`src/rtl/id_stat_pkg.sv`:
```
// rtl/id_stat_pkg.sv - shared state encoding and default widths for id_stat
package id_stat_pkg;

  // Default width of the completed-identifier counter
  localparam int CNT_W_DEF = 8;
  // Default width of the run-length / length registers
  localparam int LEN_W_DEF = 6;

  // IDLE: no token in progress, RUN: token in progress
  typedef enum logic {
    IDLE = 1'b0,
    RUN  = 1'b1
  } state_t;

endpackage

```
`src/rtl/id_stat_if.sv`:
```
// rtl/id_stat_if.sv - sample stream and statistics bus for id_stat
interface id_stat_if
  import id_stat_pkg::*;
#(
  parameter int CNT_W = CNT_W_DEF,
  parameter int LEN_W = LEN_W_DEF
);

  logic             in_valid;
  logic             match;
  logic             clear;
  logic [CNT_W-1:0] id_count;
  logic [LEN_W-1:0] run_len;
  logic [LEN_W-1:0] last_len;
  logic [LEN_W-1:0] max_len;
  logic             done;
  logic             ovf;

  // Sample source side: drives samples and clear, observes statistics
  modport master (
    output in_valid, match, clear,
    input  id_count, run_len, last_len, max_len, done, ovf
  );

  // Statistics block side
  modport slave (
    input  in_valid, match, clear,
    output id_count, run_len, last_len, max_len, done, ovf
  );

endinterface

```
`src/rtl/id_stat_cnt.sv`:
```
// rtl/id_stat_cnt.sv - increment/clear counter with wrap or saturate (ID_STAT_SAT_EN) and overflow strobe
module id_stat_cnt #(
  parameter int W = 8
) (
  input  logic         clk,
  input  logic         rst_n,
  input  logic         clr,
  input  logic         inc,
  output logic [W-1:0] q,
  output logic         ovf
);

  logic at_max;

  assign at_max = &q;

  // Overflow is an attempted increment from all-ones; clear wins over it
  assign ovf = inc & ~clr & at_max;

  // Counter register: clear has priority over increment
  always_ff @(posedge clk or negedge rst_n) begin
    if (!rst_n) begin
      q <= '0;
    end else if (clr) begin
      q <= '0;
    end else if (inc) begin
`ifdef ID_STAT_SAT_EN
      if (!at_max) begin
        q <= q + W'(1);
      end
`else
      q <= q + W'(1);
`endif
    end
  end

endmodule

```
`src/rtl/id_stat.sv`:
```
// rtl/id_stat.sv - identifier token statistics; ID_STAT_SAT_EN selects saturating counters
module id_stat
  import id_stat_pkg::*;
#(
  parameter int CNT_W = CNT_W_DEF,
  parameter int LEN_W = LEN_W_DEF
) (
  input  logic     clk,
  input  logic     rst_n,
  id_stat_if.slave bus
);

  state_t           state_q;
  state_t           state_d;
  logic             id_inc;
  logic             run_inc;
  logic             run_clr;
  logic             tok_done;
  logic             id_ovf;
  logic             run_ovf;
  logic [CNT_W-1:0] id_q;
  logic [LEN_W-1:0] run_q;
  logic [LEN_W-1:0] last_q;
  logic [LEN_W-1:0] max_q;
  logic             done_q;
  logic             ovf_q;

  // Next state and counter controls; clear discards any sample on the same edge
  always_comb begin
    state_d  = state_q;
    id_inc   = 1'b0;
    run_inc  = 1'b0;
    run_clr  = bus.clear;
    tok_done = 1'b0;
    if (bus.clear) begin
      state_d = IDLE;
    end else if (bus.in_valid) begin
      case (state_q)
        IDLE: begin
          if (bus.match) begin
            state_d = RUN;
            run_inc = 1'b1;
          end
        end
        RUN: begin
          if (bus.match) begin
            run_inc = 1'b1;
          end else begin
            state_d  = IDLE;
            id_inc   = 1'b1;
            run_clr  = 1'b1;
            tok_done = 1'b1;
          end
        end
        default: state_d = IDLE;
      endcase
    end
  end

  // State register
  always_ff @(posedge clk or negedge rst_n) begin
    if (!rst_n) begin
      state_q <= IDLE;
    end else begin
      state_q <= state_d;
    end
  end

  id_stat_cnt #(.W(CNT_W)) u_id_cnt (
    .clk   (clk),
    .rst_n (rst_n),
    .clr   (bus.clear),
    .inc   (id_inc),
    .q     (id_q),
    .ovf   (id_ovf)
  );

  // run_len is zero whenever IDLE, so a plain increment starts a token at 1
  id_stat_cnt #(.W(LEN_W)) u_run_cnt (
    .clk   (clk),
    .rst_n (rst_n),
    .clr   (run_clr),
    .inc   (run_inc),
    .q     (run_q),
    .ovf   (run_ovf)
  );

  // Completed-token lengths, done pulse and sticky overflow
  always_ff @(posedge clk or negedge rst_n) begin
    if (!rst_n) begin
      last_q <= '0;
      max_q  <= '0;
      done_q <= 1'b0;
      ovf_q  <= 1'b0;
    end else if (bus.clear) begin
      last_q <= '0;
      max_q  <= '0;
      done_q <= 1'b0;
      ovf_q  <= 1'b0;
    end else begin
      done_q <= tok_done;
      if (tok_done) begin
        last_q <= run_q;
        if (run_q > max_q) begin
          max_q <= run_q;
        end
      end
      if (id_ovf || run_ovf) begin
        ovf_q <= 1'b1;
      end
    end
  end

  assign bus.id_count = id_q;
  assign bus.run_len  = run_q;
  assign bus.last_len = last_q;
  assign bus.max_len  = max_q;
  assign bus.done     = done_q;
  assign bus.ovf      = ovf_q;

endmodule

```
`src/flat_wrapper.sv`:
```
// flat-port wrapper written by rule: the top's interface ports become plain ports
module id_stat_flat import id_stat_pkg::*;
#(
  parameter int CNT_W = CNT_W_DEF,
  parameter int LEN_W = LEN_W_DEF
)
  (clk, rst_n, bus_in_valid, bus_match, bus_clear, bus_id_count, bus_run_len, bus_last_len, bus_max_len, bus_done, bus_ovf);
  id_stat_if #(.CNT_W(CNT_W), .LEN_W(LEN_W)) bus_i ();
  input  logic clk;
  input  logic rst_n;
  input wire logic [$bits(bus_i.in_valid)-1:0] bus_in_valid;
  input wire logic [$bits(bus_i.match)-1:0] bus_match;
  input wire logic [$bits(bus_i.clear)-1:0] bus_clear;
  output wire logic [$bits(bus_i.id_count)-1:0] bus_id_count;
  output wire logic [$bits(bus_i.run_len)-1:0] bus_run_len;
  output wire logic [$bits(bus_i.last_len)-1:0] bus_last_len;
  output wire logic [$bits(bus_i.max_len)-1:0] bus_max_len;
  output wire logic [$bits(bus_i.done)-1:0] bus_done;
  output wire logic [$bits(bus_i.ovf)-1:0] bus_ovf;
  assign bus_i.in_valid = bus_in_valid;
  assign bus_i.match = bus_match;
  assign bus_i.clear = bus_clear;
  assign bus_id_count = bus_i.id_count;
  assign bus_run_len = bus_i.run_len;
  assign bus_last_len = bus_i.last_len;
  assign bus_max_len = bus_i.max_len;
  assign bus_done = bus_i.done;
  assign bus_ovf = bus_i.ovf;
  id_stat #(.CNT_W(CNT_W), .LEN_W(LEN_W)) u_core (.clk(clk), .rst_n(rst_n), .bus(bus_i));
endmodule
```
`config.mk`:
```
export PLATFORM = sky130hd
export DESIGN_NAME = id_stat_flat
export DESIGN_NICKNAME = d
export VERILOG_FILES = /design/src/rtl/id_stat_pkg.sv /design/src/rtl/id_stat_if.sv /design/src/rtl/id_stat_cnt.sv /design/src/rtl/id_stat.sv /design/src/flat_wrapper.sv
export SDC_FILE = /design/constraint.sdc
export NUM_CORES = 1
export LEC_CHECK = 0
export ABC_AREA = 1
export CAP_MARGIN = 20
export CORE_ASPECT_RATIO = 0.6
export CORE_MARGIN = 4
export CORE_UTILIZATION = 39
export CTS_CLUSTER_SIZE = 12
export DETAILED_ROUTE_END_ITERATION = 10
export GPL_ROUTABILITY_DRIVEN = 0
export PLACE_DENSITY_LB_ADDON = 0.1
export SETUP_SLACK_MARGIN = 0.5
export SLEW_MARGIN = 30
export SYNTH_ARGS = -nofsm -noshare
export SYNTH_HDL_FRONTEND = slang
export SYNTH_HIERARCHICAL = 1
export SYNTH_SLANG_ARGS = --single-unit
export TNS_END_PERCENT = 5
```
`constraint.sdc`:
```
create_clock -name clk -period 1.5 [get_ports clk]
set_input_delay 0.15 -clock clk [delete_from_list [all_inputs] [get_ports clk]]
set_output_delay 0.15 -clock clk [all_outputs]
set_load 0.02 [all_outputs]
```
==> run metrics <==
number of synthesized flops with an enable pin 0; Leak around 1.2 nW; count leader, synth nand2_1; design area 2530 sq um; Bufs on Longest Clock Path 2; layout cells sized above 1 between 50% and 60%; cell row count 17; setup TNS 0 ps; most frequent CP cell nand2_4; global route overflow 0; register clock-pin slew on the reported worst setup and hold paths 70 ps; crit path cell chain ha_4, nand2_4, nor2_4, nand2_2, nand3_4, nand2_4, nand3_1, nand2_1; Core Util, Final between 60% and 70%; TritonCTS buffer count 5; Worst EP required 1680 ps; DR vias between 1000 and 1500; Synth Warn # 6; ANT nets after route 0; RSZ-0062 raised after global routing true; Pwr Density 750 nW/um^2; first-pass GRT wire length ~6500 um; Post-Syn Area per Cell a little over 8 sq um; Buffers & Inverters on Critical Path 0; syn_nets between 200 and 250; Final Cycle Share between 90% and 100%; 1st-pass router iterations 4; # placed instances 283; critical path class reg2reg; hold buffer count at CTS 0; Netlist cell types 26; final WL 4510 um; Slew Limit Fails 0; Wirelength per Cell ~15 um; final setup margin 42.3 ps; WP data arrival 1640 ps; CP startpoint kind flop; most frequent cells after synthesis nand2_1, dfrtp_1, inv_1; Die Footprint roughly 5200 sq um; CP top delay family simple AND/OR/NAND/NOR gates; Min Hold Slack about 230 ps; Cell Area, Placed approximately 2100 sq um; Total Power 1.90 mW; worst relative slew slack between 70% and 80%; CP max FO 7; Area growth, synth to finish 60.3%; maxcap violations 0; Yosys reg bits 29; crit path max-delay cell type dfrtp_2; Final Non-Filler Cells 293; VDD IR max just over 0.0006 V; largest area contributor in the netlist dfrtp_1; number of diodes 0; outcome finished, final reports clean; TritonCTS clock tree yes; Syn Std Cell Area roughly 1600 sq um; Worst-Margin Slew 364 ps; core area 3790 sq um; number of global-route vias before repair ~1300; I/O pins 33; Crit path largest cell delay about 440 ps; Synth top area share 45.9%; initial antenna violation count 0; clock sinks 29; largest net degree at the start of global routing 30; RR Startpoint u_core/u_run_cnt/q[5]; H-tree levels 2; die width between 90 and 100 um; Peak Freq 0.686 GHz; CP Capture Type flop; clock root cell clkbuf_8; post-detail-place hpwl 3020 um; Vias/cell 5.11; minimum clock period ~1500 ps; DR iter-0 viols 86; Nets between 200 and 300; asr flop ratio synth 100%; worst setup path start u_core/u_run_cnt/q[5]; Max Clock Skew approximately 8.0 ps; pre-CTS setup slack -178 ps; sequential share of the synthesized area between 40% and 50%; clk_lat worst skew between 200 and 300 ps; final hold violation count 0; final setup violation count 0; Area contributors post-synth dfrtp_1, nand2_1, ha_1; Global Route Usage Sum roughly 16%; Initial Utilization 41.7%; Post-Syn Instances 190; # DRC 0; chip height 57.3 um; Top FF cell, synth dfrtp_1; I/O Buffers 32; HP Class in2async
## worst reg2reg max path, delay by kind of cell (launching register included)
| family | cells | cell delay [ps] |
|---|---|---|
| flops | 1 | 440 |
| simple gates | 7 | 620 |
| fa+ha+maj | 1 | 300 |
## routing by layer
metal | GRT usage, % | share of wire [%]
met2 | 23.2 | 45
met5 | 0 | 0
met4 | 6.54 | 1.8
met3 | 4.48 | 6.0
met1 | 23.4 | 47
## cell usage in the layout (no fill, tap or decap), types with 9 or more instances in the layout
master   count
dfrtp_2     14
buf_6       28
buf_4       11
nand2_1     35
nor2_4       9
nand2_2     15
inv_1       19
nand3_1     13
dfrtp_1     15
## flip-flops by register name, summed over array words and instances, names as in the netlist
signal,count
u_core/u_id_cnt/q,8
u_core/state_q,1
u_core/u_run_cnt/q,6
u_core/bus.done,1
u_core/bus.last_len,6
u_core/bus.ovf,1
u_core/bus.max_len,6
## cells by family after synthesis
group	Yosys count	share of synthesized area [%]
simple gates	109	34.6
fa+ha+maj	8	6.33
compound gates	14	6.02
buf+inv	30	7.13
flops	29	45.9
## what timing repair did
item	in CTS	in global routing
gates resized for setup	15	191
cloned	0	0
setup endpoints to repair	56	57
setup buffers	2	0
pin swaps	1	40
## final timing paths
path	slack [ps]	cells past startpoint	to
hold / removal	230	2	u_core/u_id_cnt/q[7]
setup / recovery	40	8	u_core/bus.max_len[1]
hold reg to reg	530	2	u_core/bus.last_len[5]
min in group clk	330	3	u_core/state_q
max in group asynchronous	960	2	u_core/u_run_cnt/q[1]
setup reg to reg	40	8	u_core/bus.max_len[1]
## final cells by class
type | instances | area, sq um
sequential | 29 | 743
multi-input combinational | 131 | 1000
tap | 47 | 58.8
clock buffer | 5 | 68.8
clock inverter | 3 | 65.1
fill | 292 | 1250
timing repair buffer | 50 | 490
inverter | 28 | 108
## report_power, final
part | internal [mW] | switching [mW]
Sequential | 0.786 | 0.00464
Clock | 0.660 | 0.318
Combinational | 0.0500 | 0.0822
No activity file was read; power rests on OpenSTA's default activity.
